## src/rtl/occupancy_monitor_if.sv

```systemverilog
// Beat/result bundle between the door-event collectors and occupancy_monitor.
// The collector side drives beats and clear; the monitor drives counts and fault diagnostics.
interface occupancy_monitor_if #(
   parameter int NDOORS  = 2,
   parameter int NROOMS  = 2,
   parameter int WORDLEN = 8
);
   localparam int RIDX = (NROOMS > 1) ? $clog2(NROOMS) : 1;

   logic                              in_valid;
   logic [2*WORDLEN*NROOMS*NDOORS-1:0] system;
   logic                              clear;
   logic [WORDLEN*NROOMS-1:0]         counts;
   logic                              out_valid;
   logic                              fault;
   logic [1:0]                        fault_kind;
   logic [RIDX-1:0]                   fault_room;

   modport master (
      output in_valid, system, clear,
      input  counts, out_valid, fault, fault_kind, fault_room
   );

   modport slave (
      input  in_valid, system, clear,
      output counts, out_valid, fault, fault_kind, fault_room
   );
endinterface

```

## src/rtl/occupancy_monitor.sv

```systemverilog
// Clocked occupancy tracker: applies per-door entered/exited deltas to every room each beat,
// rejecting the whole beat on a range or ordering violation and latching the first fault.
module occupancy_monitor #(
   parameter int NDOORS        = 2,
   parameter int NROOMS        = 2,
   parameter int WORDLEN       = 8,
   parameter bit HALT_ON_FAULT = 1'b1
) (
   input  logic                 clk,
   input  logic                 rst,
   occupancy_monitor_if.slave   bus
);
   localparam int RIDX   = (NROOMS > 1) ? $clog2(NROOMS) : 1;
   // Two guard bits plus door-count growth keep every candidate exact: no wrap before the range test.
   localparam int SW     = WORDLEN + $clog2(NDOORS) + 2;
   localparam int BEAT_W = 2 * WORDLEN * NROOMS;

   typedef enum logic [1:0] {
      KIND_NONE  = 2'b00,
      KIND_ORDER = 2'b01,
      KIND_RANGE = 2'b10
   } fault_kind_e;

   typedef logic signed [SW-1:0] cand_t;

   logic [NROOMS-1:0][WORDLEN-1:0] r_counts;
   logic                           r_out_valid;
   logic                           r_fault;
   fault_kind_e                    r_fault_kind;
   logic [RIDX-1:0]                r_fault_room;

   cand_t                          w_cand [NROOMS];
   logic [NROOMS-1:0]              w_range_bad;
   logic [NROOMS-1:0]              w_order_bad;
   logic [RIDX-1:0]                w_range_room;
   logic [RIDX-1:0]                w_order_room;
   logic                           w_range_fault;
   logic                           w_order_fault;
   logic                           w_any_fault;
   fault_kind_e                    w_fault_kind;
   logic [RIDX-1:0]                w_fault_room;
   logic                           w_accept;
   logic                           w_first_fault;

   // Candidate count per room: current count plus all entered minus all exited, in signed arithmetic.
   always_comb begin
      for (int r = 0; r < NROOMS; r++) begin
         w_cand[r] = $signed({{(SW-WORDLEN){1'b0}}, r_counts[r]});
         for (int d = 0; d < NDOORS; d++) begin
            w_cand[r] = w_cand[r]
                      + $signed({{(SW-WORDLEN){1'b0}},
                                 bus.system[d*BEAT_W + r*2*WORDLEN + WORDLEN +: WORDLEN]})
                      - $signed({{(SW-WORDLEN){1'b0}},
                                 bus.system[d*BEAT_W + r*2*WORDLEN +: WORDLEN]});
         end
      end
   end

   // Range: negative, or any bit set above the count width. Order: a room holds fewer than the next one.
   always_comb begin
      w_range_bad = '0;
      w_order_bad = '0;
      for (int r = 0; r < NROOMS; r++) begin
         w_range_bad[r] = w_cand[r][SW-1] | (|w_cand[r][SW-2:WORDLEN]);
      end
      for (int r = 0; r < NROOMS - 1; r++) begin
         w_order_bad[r] = (w_cand[r] < w_cand[r+1]);
      end
   end

   // Scanning from the top down leaves the lowest failing room as the final assignment.
   always_comb begin
      w_range_room = '0;
      w_order_room = '0;
      for (int r = NROOMS - 1; r >= 0; r--) begin
         if (w_range_bad[r]) w_range_room = RIDX'(r);
         if (w_order_bad[r]) w_order_room = RIDX'(r);
      end
   end

   always_comb begin
      w_range_fault = |w_range_bad;
      w_order_fault = |w_order_bad;
      w_any_fault   = w_range_fault | w_order_fault;
      w_fault_kind  = KIND_NONE;
      w_fault_room  = '0;
      if (w_range_fault) begin
         w_fault_kind = KIND_RANGE;
         w_fault_room = w_range_room;
      end else if (w_order_fault) begin
         w_fault_kind = KIND_ORDER;
         w_fault_room = w_order_room;
      end
   end

   // A pending clear re-opens acceptance and lets this beat's fault become the recorded first fault.
   always_comb begin
      w_accept      = bus.in_valid && (!r_fault || !HALT_ON_FAULT || bus.clear);
      w_first_fault = !r_fault || bus.clear;
   end

   // NOTE: non-blocking assignments here; a later assignment in the same block wins, so the
   // fault-recording branch below deliberately overrides the clear that precedes it.
   always_ff @(posedge clk) begin
      if (rst) begin
         r_counts     <= '0;
         r_out_valid  <= 1'b0;
         r_fault      <= 1'b0;
         r_fault_kind <= KIND_NONE;
         r_fault_room <= '0;
      end else begin
         r_out_valid <= w_accept;
         if (bus.clear) begin
            r_fault      <= 1'b0;
            r_fault_kind <= KIND_NONE;
            r_fault_room <= '0;
         end
         if (w_accept) begin
            if (w_any_fault) begin
               r_fault <= 1'b1;
               if (w_first_fault) begin
                  r_fault_kind <= w_fault_kind;
                  r_fault_room <= w_fault_room;
               end
            end else begin
               for (int r = 0; r < NROOMS; r++) begin
                  r_counts[r] <= w_cand[r][WORDLEN-1:0];
               end
            end
         end
      end
   end

   assign bus.counts     = r_counts;
   assign bus.out_valid  = r_out_valid;
   assign bus.fault      = r_fault;
   assign bus.fault_kind = r_fault_kind;
   assign bus.fault_room = r_fault_room;

endmodule
```

## src/flat_wrapper.sv

```systemverilog
// flat-port wrapper written by rule: the top's interface ports become plain ports
module occupancy_monitor_flat 
#(
   parameter int NDOORS        = 2,
   parameter int NROOMS        = 2,
   parameter int WORDLEN       = 8,
   parameter bit HALT_ON_FAULT = 1'b1
)
  (clk, rst, bus_in_valid, bus_system, bus_clear, bus_counts, bus_out_valid, bus_fault, bus_fault_kind, bus_fault_room);
  occupancy_monitor_if #(.NDOORS(NDOORS), .NROOMS(NROOMS), .WORDLEN(WORDLEN)) bus_i ();
  input  logic clk;
  input  logic rst;
  input wire logic [$bits(bus_i.in_valid)-1:0] bus_in_valid;
  input wire logic [$bits(bus_i.system)-1:0] bus_system;
  input wire logic [$bits(bus_i.clear)-1:0] bus_clear;
  output wire logic [$bits(bus_i.counts)-1:0] bus_counts;
  output wire logic [$bits(bus_i.out_valid)-1:0] bus_out_valid;
  output wire logic [$bits(bus_i.fault)-1:0] bus_fault;
  output wire logic [$bits(bus_i.fault_kind)-1:0] bus_fault_kind;
  output wire logic [$bits(bus_i.fault_room)-1:0] bus_fault_room;
  assign bus_i.in_valid = bus_in_valid;
  assign bus_i.system = bus_system;
  assign bus_i.clear = bus_clear;
  assign bus_counts = bus_i.counts;
  assign bus_out_valid = bus_i.out_valid;
  assign bus_fault = bus_i.fault;
  assign bus_fault_kind = bus_i.fault_kind;
  assign bus_fault_room = bus_i.fault_room;
  occupancy_monitor #(.NDOORS(NDOORS), .NROOMS(NROOMS), .WORDLEN(WORDLEN), .HALT_ON_FAULT(HALT_ON_FAULT)) u_core (.clk(clk), .rst(rst), .bus(bus_i));
endmodule
```

## config.mk

```make
export PLATFORM = sky130hd
export DESIGN_NAME = occupancy_monitor_flat
export DESIGN_NICKNAME = d
export VERILOG_FILES = /design/src/rtl/occupancy_monitor_if.sv /design/src/rtl/occupancy_monitor.sv /design/src/flat_wrapper.sv
export SDC_FILE = /design/constraint.sdc
export NUM_CORES = 1
export LEC_CHECK = 0
export BUFFER_PORTS_ARGS = -buffer_cell sky130_fd_sc_hd__buf_2
export CORE_MARGIN = 3
export CORE_UTILIZATION = 49
export DETAILED_ROUTE_END_ITERATION = 6
export PLACE_DENSITY = 0.77
export SLEW_MARGIN = 30
export SYNTH_ARGS = -nofsm -noshare
export SYNTH_HDL_FRONTEND = slang
export SYNTH_SLANG_ARGS = --single-unit
```

## constraint.sdc

```tcl
create_clock -name clk -period 6 [get_ports clk]
set_input_delay 1.2 -clock clk [delete_from_list [all_inputs] [get_ports clk]]
set_output_delay 1.2 -clock clk [all_outputs]
set_load 0.01 [all_outputs]
```

After elaboration in Yosys (flattened, before gate mapping). Index checks and enable logic that the tools add are counted.

Add/subtract/negate cells: 8. $lt $le $gt $ge: 1. Muxes and demuxes: 16. Bitwise gates (word level): 4. Reduce and logical (&&, ||, !) cells: 7.

Operators by type and width (number): $sub 11x9->11 (4); $add 11x9->11 (2); $add 8x8->9 (2); $lt 11x11->1 (1); $mux 1 (11); $mux 2 (5); $reduce_or 2->1 (3); $or 1x1->1 (3); $reduce_and 2->1 (1); $logic_and 1x1->1 (1); $logic_not 1->1 (1); $logic_or 1x1->1 (1); $not 1->1 (1).

Register bits after elaboration: 21. Output and inout port bits: 21. Word-level logic and storage cells: 42.

Longest topological paths before layout. Gate-level depths: netlist (run 1).

Word-level depth: 12. Depth in mapped cells: 26. Depth with buffers taken out: 24.

Worst setup path before layout (run 1). No wires, ideal clock.

Path kind: input-to-reg. From: input port bus_system[8]. To: register u_core.r_counts (netlist bit u_core.bus.counts[14]). Setup time: 0.121 ns. Arrival: 6.324 ns. Data required time: 5.879 ns. Path slack: -0.445 ns. Stages: 24. Buffers on the path: 2. Cells stage by stage: ha_1 fa_1 a21o_1 a21oi_1 o21bai_1 a21oi_1 xor2_1 fa_1 inv_1 fa_1 ha_1 nand2_1 a2111oi_4 o21ai_0 nand2b_1 xnor2_1 ha_1 and4_1 nand3_1 o22ai_1 or4b_1 buf_6 buf_12 mux2_4.

Word-level cells in the longest chain between the ends: 10. Elaborated cells between the ends (all ways): 11.

Ends and longest elaborated chain: start, declared (RTL line flat_wrapper.sv:14) `input wire logic [$bits(bus_i.system)-1:0] bus_system;`; $add 8x8->9 (*) (RTL line occupancy_monitor.sv:51) `+ $signed({{(SW-WORDLEN){1'b0}},`; $sub 11x9->11 (*) (RTL line occupancy_monitor.sv:53) `- $signed({{(SW-WORDLEN){1'b0}},`; $add 11x9->11 (*) (RTL line occupancy_monitor.sv:51); $sub 11x9->11 (*) (RTL line occupancy_monitor.sv:53); parallel branches: the longest is 3 deep, another holds $lt 11x11->1; $or 1x1->1 (*) (RTL line occupancy_monitor.sv:84) `w_any_fault = w_range_fault | w_order_fault;`; $not 1->1 (no line) (*); $reduce_and 2->1 (no line) (*); end signal, assigned by index (RTL line occupancy_monitor.sv:127) `r_counts[r] <= w_cand[r][WORDLEN-1:0];`; end, declared (RTL line occupancy_monitor.sv:26) `logic [NROOMS-1:0][WORDLEN-1:0] r_counts;`.

Mark *: on every way between the ends. A chain may end at the register's enable or synchronous reset.

Worst setup path after layout (run 1).
From: input port bus_system[25]. To: register u_core.r_counts (netlist bit u_core.bus.counts[15]).

Word-level cells in the longest chain between the ends: 10. Elaborated cells between the ends (all ways): 11.

Ends and longest elaborated chain (RTL line): $add 8x8->9 (*) (occupancy_monitor.sv:51); $sub 11x9->11 (*) (occupancy_monitor.sv:53); $add 11x9->11 (*) (occupancy_monitor.sv:51); $sub 11x9->11 (*) (occupancy_monitor.sv:53); parallel branches: the longest is 6 deep, another holds $lt 11x11->1.

Marks and branches as above.

==> results by group, run 1 <==
Outcome
  – Outcome: finished with violations
  – Failing checks: setup timing

Detailed routing
  – DR vias/cell: 5.339
  – Detailed-router iteration count before antenna repair: 4
  – Starting DRC count in detailed routing: 85
  – Via count: 3,182
  – WL/cell: 15.40 um
  – # DRC: 0
  – Total Wirelength: 9181 um
  – DRT antenna net count: 0

Floorplan
  – # IOs: 89
  – Initial Utilization: 51.67%
  – Core ar.: 6495 sq um
  – Die Span Y: between 80 and 90 um
  – DIE AREA: 7877 sq um
  – Cell Rows: 29
  – Die X-Extent: 88.76 um

Power and ir drop
  – Max rail drop VDD: 0.0003093 V
  – P_int: 0.8678 mW
  – Comb power frac: 84.3%
  – Total power: 1.575 mW
  – Sw Ratio: 44.91%
  – Sw power: a little over 0.7 mW
  – Clock share of power: 6.3%
  – Reg power frac: 9.4%
  – Pleak: 2.447 nW
  – Pwr dens: approximately 330 nW/um^2

Yosys
  – Dominant synthesized flop cell: dfxtp_1
  – Post-synth EDFFs: 0
  – Avg Cell Area, Syn: 8.997 sq um
  – Post-synth top area share: 21.48%
  – Synth Register Bits: 21
  – Synth cell count leaders: inv_1, ha_1, fa_1
  – Most frequent cell after synthesis: inv_1
  – Net count after synthesis: 523
  – Post-Syn Instances: 373
  – Synth top area cells: fa_1, ha_1, dfxtp_1
  – Seq/Total Area, Yosys: roughly 13%
  – Async set-reset flop share out of synthesis: 0%
  – Syn Std Cell Area: 3356 sq um
  – Synth area leader: fa_1
  – Synthesis warning total: 0
  – Distinct cells, synth: 48

Final layout
  – Fillers: roughly 440
  – Layout net count: 670
  – Share of layout cells above drive strength 1: 43.55%
  – Area Overhead vs Synth: 43.66%
  – Final Instance Area: between 4000 and 5000 sq um
  – Antenna Cells: 0
  – Fin cells: approximately 600

Place
  – IO buf count: 88
  – DP Cell Count: 573
  – Placed Area: about 4300 sq um
  – Half-perimeter wire length after placement: 6745 um
  – GPL Wtd Cong: 0.7899

CTS
  – H-tree depth: 1
  – # hold bufs at CTS: 0
  – Root buffer cell: clkbuf_8
  – Longest Clk Path Bufs: 2
  – CTS tree: done
  – TritonCTS Sinks: 21
  – Worst-path clk slew: approximately 0.090 ns
  – Worst-Skew Late Latency: 0.27 ns
  – Total CTS buffers: 3

Critical path
  – Required time worst endpoint: roughly 6.2 ns
  – Worst reg-to-reg setup slack: 0.42 ns
  – CP Launch Type: input port
  – Critical Path AT: 6.27 ns
  – Critical path endpoint category: flop
  – Critical path class: in -> reg
  – CP max FO: 5

Global routing
  – Met2 Use GR: roughly 44%
  – Global-route usage over all layers: 21.98%
  – Initial antenna violation count: 0
  – Vias in the first global route: between 3,000 and 4,000
  – Largest net degree at the start of global routing: 20
  – Met3 Use GR: approximately 2.9%
  – Most Used Layer, Global Route: met2
  – GRT overflow: 0
  – Met1 Resource Use GR: 24.32%
  – Global-route wire length before repair: 13,730 um

STA
  – RSZ-0062 raised after global routing: yes
  – Maximum clock rate: 163.6 MHz
  – Clk_skew: 0.005584 ns
  – Relative slew slack: between 60% and 70%
  – Hold violation count in the final report: 0
  – WHS: 0.5017 ns
  – Count of final setup violators: 16
  – Final min period: just over 6 ns
  – TNS Setup: -1.089 ns
  – Final worst slack: -0.1116 ns
  – Worst slew pin tran: 0.5321 ns
  – Fin crit share: 101.9%
  – Max Slew Vio Count: 0

Worst hold path
  – Worst hold path type: reg -> reg

Job
  – Max-cap violations: 0
[cells in the final DEF, fill, tap and decap left out, drive strengths merged, types with 2 or more instances in the layout]
cell,instances
mux2,7
fa,36
nand2b,5
and3,2
and2,3
clkbuf,3
dfxtp,21
o21bai,3
mux2i,10
inv,54
ha,46
a21oi,23
nand3,5
nand2,31
o22ai,3
xor2,10
nor2b,19
buf,147
a21o,10
xnor2,22
a2111oi,2
nor3,3
o21a,2
clkinv,2
a21boi,3
nand3b,2
o21ai,17
nor2,12
o2bb2ai,2
[repair_timing]
item	4_1_cts	5_1_grt
setup buffers	11	8
endpoints found under the setup margin	17	20
gates cloned	1	0
resized for setup	35	46
pin swaps	22	47
hold endpoints to repair	0	0
[logic make-up after synthesis]
logic type / Yosys count / synth area share [%]
AOI/OAI and AO/OA: 72 / 14.09
xor gates and xnor gates: 32 / 8.352
adders and majority gates: 82 / 38.63
buffers and inverters: 60 / 7.420
DFF: 21 / 12.53
muxes: 17 / 5.444
and+or+nand+nor: 89 / 13.53
[layout make-up]
cell class | count | area [sq um] | area share [%]
flip-flops and latches | 21 | 420.4 | 8.720
well taps | 77 | 96.34 | 1.998
inverters | 55 | 206.4 | 4.282
multi-input cells | 292 | 3109 | 64.50
repair buffers | 147 | 942.2 | 19.54
clock buffers | 3 | 41.29 | 0.8565
clock inverters | 1 | 5.005 | 0.1038
[final timing paths]
kind         depth (start not counted)                         startpoint                                  to
max                                 23                     bus_system[25]  u_core.bus.counts[15]$_SDFFE_PP0P_
min                                  2  u_core.bus.counts[3]$_SDFFE_PP0P_   u_core.bus.counts[3]$_SDFFE_PP0P_
max reg2reg                         22  u_core.bus.counts[8]$_SDFFE_PP0P_  u_core.bus.counts[15]$_SDFFE_PP0P_
min reg2reg                          2  u_core.bus.counts[3]$_SDFFE_PP0P_   u_core.bus.counts[3]$_SDFFE_PP0P_
[sequential cells by signal (all words and copies together), names as in the netlist]
register and cells:
u_core.bus.counts 16, u_core.bus.fault 1, u_core.bus.fault_kind 2, u_core.bus.fault_room 1, u_core.bus.out_valid 1
[power by group through the flow]
stage	registers (mW)	logic (mW)	clock network [mW]
2_1_floorplan	0.153	0.678	0
3_3_place_gp	0.151	0.957	0
3_5_place_dp	0.151	0.988	0
4_1_cts	0.148	1.12	0.101
5_1_grt	0.149	1.44	0.107
6_report	0.149	1.33	0.0992
[stage by stage]
step,setup slack [ns],utilization (%)
5_1_grt,-0.2920,74.22
4_1_cts,-0.07654,69.99
3_3_place_gp,-0.3631,65.56
2_1_floorplan,-0.1444,-
6_report,-0.1116,74.22
3_5_place_dp,-0.4924,65.56
[worst max-delay path, stage by stage]
cell and delay (ns):
buf_2 0.11, ha_1 0.26, a21o_1 0.19, a21oi_2 0.18, o21ai_2 0.08, a21oi_2 0.20
xor2_1 0.24, fa_1 0.45, inv_1 0.09, fa_1 0.46, ha_4 0.24, a21o_1 0.20
a21oi_4 0.17, o21ai_4 0.10, xnor2_2 0.15, ha_1 0.33, a21o_1 0.21, a21o_1 0.19
a2111oi_4 0.36, o22ai_2 0.13, or4b_4 0.27, buf_8 0.13, mux2_2 0.33
[layer usage]
| layer | up-vias | wire length [um] |
|---|---|---|
| met5 | - | 0 |
| met4 | 0 | 286 |
| met3 | 34 | 275 |
| met2 | 73 | 5099 |
| met1 | 1534 | 3518 |
| li1 | 1541 | - |
(Power assumes the default switching activity.)
==> run 2, diff against run 1 <==
--- a/config.mk
+++ b/config.mk
@@ -6,9 +6,10 @@
 export NUM_CORES = 1
 export LEC_CHECK = 0
+export ABC_AREA = 1
 export BUFFER_PORTS_ARGS = -buffer_cell sky130_fd_sc_hd__buf_2
 export CORE_MARGIN = 3
-export CORE_UTILIZATION = 49
+export CORE_UTILIZATION = 30
 export DETAILED_ROUTE_END_ITERATION = 6
-export PLACE_DENSITY = 0.77
+export PLACE_DENSITY = 0.51
 export SLEW_MARGIN = 30
 export SYNTH_ARGS = -nofsm -noshare
==> constraint.sdc (replaced) <==
create_clock -name clk -period 6 [get_ports clk]
set_input_delay 1.2 -clock clk [delete_from_list [all_inputs] [get_ports clk]]
set_output_delay 1.2 -clock clk [all_outputs]
set_load 0.005 [all_outputs]
==> run 2 against run 1 <==
The flow now finishes without violations; die area grew 75%; sequential power is essentially flat; non-clock buffer count shrank 10; wire length grew 4.9%; hold slack lost 0.043 ns; total power grew 13%; synthesized cell count grew 45%; core utilization shrank 31 points; sequential share of layout area shrank 0.56 points.
==> results by group, run 2 <==
CTS
  – H-tree depth: 1 (unchanged)
  – CTS tree: done
  – TritonCTS Sinks: 21 (unchanged)
  – Worst-path clk slew: 0.06 ns (-0.03 ns)
  – Total CTS buffers: 3 (unchanged)
  – Root buffer cell: clkbuf_16
  – Longest Clk Path Bufs: 2 (unchanged)
  – # hold bufs at CTS: 0 (unchanged)
  – Worst-Skew Late Latency: 0.25 ns (-0.02 ns)

Detailed routing
  – Detailed-router iteration count before antenna repair: 4 (unchanged)
  – Starting DRC count in detailed routing: 115 (+35%)
  – # DRC: 0 (unchanged)
  – WL/cell: 11.40 um (-26%)
  – DR vias/cell: 4.388 (-18%)
  – Total Wirelength: 9629 um (+4.9%)
  – Via count: 3,708 (+17%)
  – DRT antenna net count: 0 (unchanged)

Yosys
  – Synth top area cells: fa_1, ha_1, nand2_1
  – Synth area leader: fa_1
  – Synth cell count leaders: nand2_1, inv_1, nor2_1
  – Distinct cells, synth: 29 (-40%)
  – Net count after synthesis: 691 (+32%)
  – Post-Syn Instances: 541 (+45%)
  – Avg Cell Area, Syn: 6.887 sq um (-23%)
  – Post-synth EDFFs: 0 (unchanged)
  – Synth Register Bits: 21 (unchanged)
  – Post-synth top area share: 19.34% (-2.1 points)
  – Async set-reset flop share out of synthesis: 0% (unchanged)
  – Seq/Total Area, Yosys: 11.28% (-1.2 points)
  – Most frequent cell after synthesis: nand2_1
  – Synthesis warning total: 0 (unchanged)
  – Syn Std Cell Area: 3726 sq um (+11%)
  – Dominant synthesized flop cell: dfxtp_1

Floorplan
  – Die Span Y: 117.4 um (+32%)
  – # IOs: 89 (unchanged)
  – Core ar.: 12,060 sq um (+86%)
  – Cell Rows: 40 (+38%)
  – DIE AREA: 13,790 sq um (+75%)
  – Initial Utilization: 30.89% (-21 points)
  – Die X-Extent: 117.4 um (+32%)

Global routing
  – GRT overflow: 0 (unchanged)
  – Global-route usage over all layers: 13.24% (-8.7 points)
  – Largest net degree at the start of global routing: 20 (unchanged)
  – Global-route wire length before repair: 15,660 um (+14%)
  – Vias in the first global route: 3,453 (+5.2%)
  – Initial antenna violation count: 0 (unchanged)

Critical path
  – R2R depth: 33 (+50%)
  – Max incr delay on CP: 0.60 ns (+0.14 ns)
  – Critical path endpoint category: flop
  – Critical path class: in -> reg
  – Critical path's slowest cell: fa_2
  – Required time worst endpoint: 6.19 ns (+0.03 ns)
  – Most frequent CP cell: nand2_2
  – CP Launch Type: input port
  – CP max FO: 8 (+3)
  – Critical Path AT: 5.96 ns (-0.31 ns)

Final layout
  – Fin cells: 845 (+42%)
  – Share of layout cells above drive strength 1: 33.53% (-10 points)
  – Antenna Cells: 0 (unchanged)
  – Area Overhead vs Synth: 38.31%
  – Most frequent cells in the layout: nand2_1, inv_1, buf_2
  – Layout net count: 828 (+24%)
  – Max reg flops: 16 (unchanged)
  – Commonest non-fill, non-tap cell in the layout: nand2_1
  – Finished Core Util: 42.73% (-31 points)

STA
  – Max Slew Vio Count: 0 (unchanged)
  – Fin crit share: 96.26% (-5.6 points)
  – Maximum clock rate: 173.1 MHz (+5.8%)
  – Final min period: 5.776 ns (-0.3358 ns)
  – Worst slew pin tran: 0.4893 ns (-0.04272 ns)
  – Hold violation count in the final report: 0 (unchanged)
  – Count of final setup violators: 0 (-16)
  – Clk_skew: 0.004221 ns (-0.001363 ns)
  – Relative slew slack: 67.18% (+2.9 points)

Power and ir drop
  – Pwr dens: 345.7 nW/um^2 (+5.8%)
  – Max rail drop VDD: 0.0001545 V (-50%)
  – Pleak: 2.787 nW (+14%)

Outcome
  – Outcome: completed

Worst hold path
  – Min-Delay Path Depth: 2 (unchanged)
  – Worst hold path type: reg -> reg

Job
  – Max-cap violations: 0 (unchanged)

Place
  – GPL Wtd Cong: 0.8698 (+10%)
  – Half-perimeter wire length after placement: 8458 um (+25%)
  – IO buf count: 88 (unchanged)
  – DP Cell Count: 836 (+46%)
-- run 2: cell count changes after synthesis, moves of 5 or more --
cell,previous run,this run
xnor2_1,22,10
nand4_1,1,19
nand2b_1,5,0
nor2b_1,19,0
nand2_1,31,148
a21o_1,10,1
o21ai_0,16,7
nor2_1,12,59
nand3_1,5,19
mux2_2,6,0
mux2i_1,10,0
nand2_2,0,5
inv_1,54,106
-- run 2: area by class of cell --
class / instances / area [sq um]
clock buffer: 4 / 78.83
timing repair buffer: 137 / 822.0
tap: 168 / 210.2
fill: 1297 / 6908
inverter: 111 / 416.7
multi-input combinational: 404 / 3206
sequential: 21 / 420.4
-- run 2: cells by family (layout without fill, tap and decap cells) --
| group | count (synthesis) | in the layout | share of synthesized area [%] |
|---|---|---|---|
| AO/OA/AOI/OAI | 39 | 39 | 6.179 |
| adder cells (fa/ha/maj) | 82 | 82 | 34.79 |
| buffers and inverters | 116 | 252 | 12.09 |
| flip-flops | 21 | 21 | 11.28 |
| XOR/XNOR | 20 | 20 | 4.701 |
| AND/OR/NAND/NOR | 263 | 263 | 30.96 |
-- run 2: where the power goes --
| group | internal, mW | leakage (nW) | switching, mW |
|---|---|---|---|
| logic | 0.666 | 2.58 | 0.823 |
| registers | 0.146 | 0.170 | 0.00528 |
| clock network | 0.0905 | 0.0382 | 0.0506 |
-- run 2: what timing repair did --
item,4_1_cts,5_1_grt
setup endpoints to repair,14,20
gates resized for setup,9,77
setup buffers,0,5
pin swaps,2,49
-- run 2: routing by layer --
layer  wire length (um)  global-route usage (%)  up-vias  share of wire (%)
li1                   -                       -     1938                  -
met4                 52                   1.320        0               0.54
met2               4514                   22.22       49                 47
met1               4795                   19.13     1717                 50
met5                  0                       0        -                  0
met3                266                   1.302        4                2.8
-- run 2: final timing paths --
kind	start	end	slack (ns)
setup / recovery	bus_system[10]	u_core.bus.counts[14]$_SDFFE_PP0P_	0.22
hold / removal	u_core.bus.fault_kind[0]$_SDFF_PP0_	u_core.bus.fault_kind[0]$_SDFF_PP0_	0.46
setup reg to reg	u_core.bus.counts[8]$_SDFFE_PP0P_	u_core.bus.counts[14]$_SDFFE_PP0P_	0.87
hold reg to reg	u_core.bus.fault_kind[0]$_SDFF_PP0_	u_core.bus.fault_kind[0]$_SDFF_PP0_	0.46
-- run 2: critical path: cells and delay by family --
family | cells | cell delay [ns]
xor+xnor | 1 | 0.19
buf+inv | 3 | 0.29
compound gates | 3 | 0.40
fa+ha+maj | 5 | 2.01
simple gates | 22 | 1.88
-- run 2: metrics by stage --
| stage | cell area (sq um) | setup slack (ns) | power [mW] | setup TNS (ns) | hold slack, ns |
|---|---|---|---|---|---|
| floorplan | 3726 | 0.1353 | 0.9914 | 0 | 0.4509 |
| global placement | 4673 | -0.2449 | 1.414 | -3.930 | 0.4453 |
| detailed placement | 4673 | -0.3209 | 1.421 | -5.147 | 0.4578 |
| CTS | 4788 | 0.01418 | 1.586 | 0 | 0.4668 |
| global route | 5154 | -0.06494 | 1.990 | -0.7420 | 0.4994 |
| finish | 5154 | 0.2242 | 1.782 | 0 | 0.4584 |
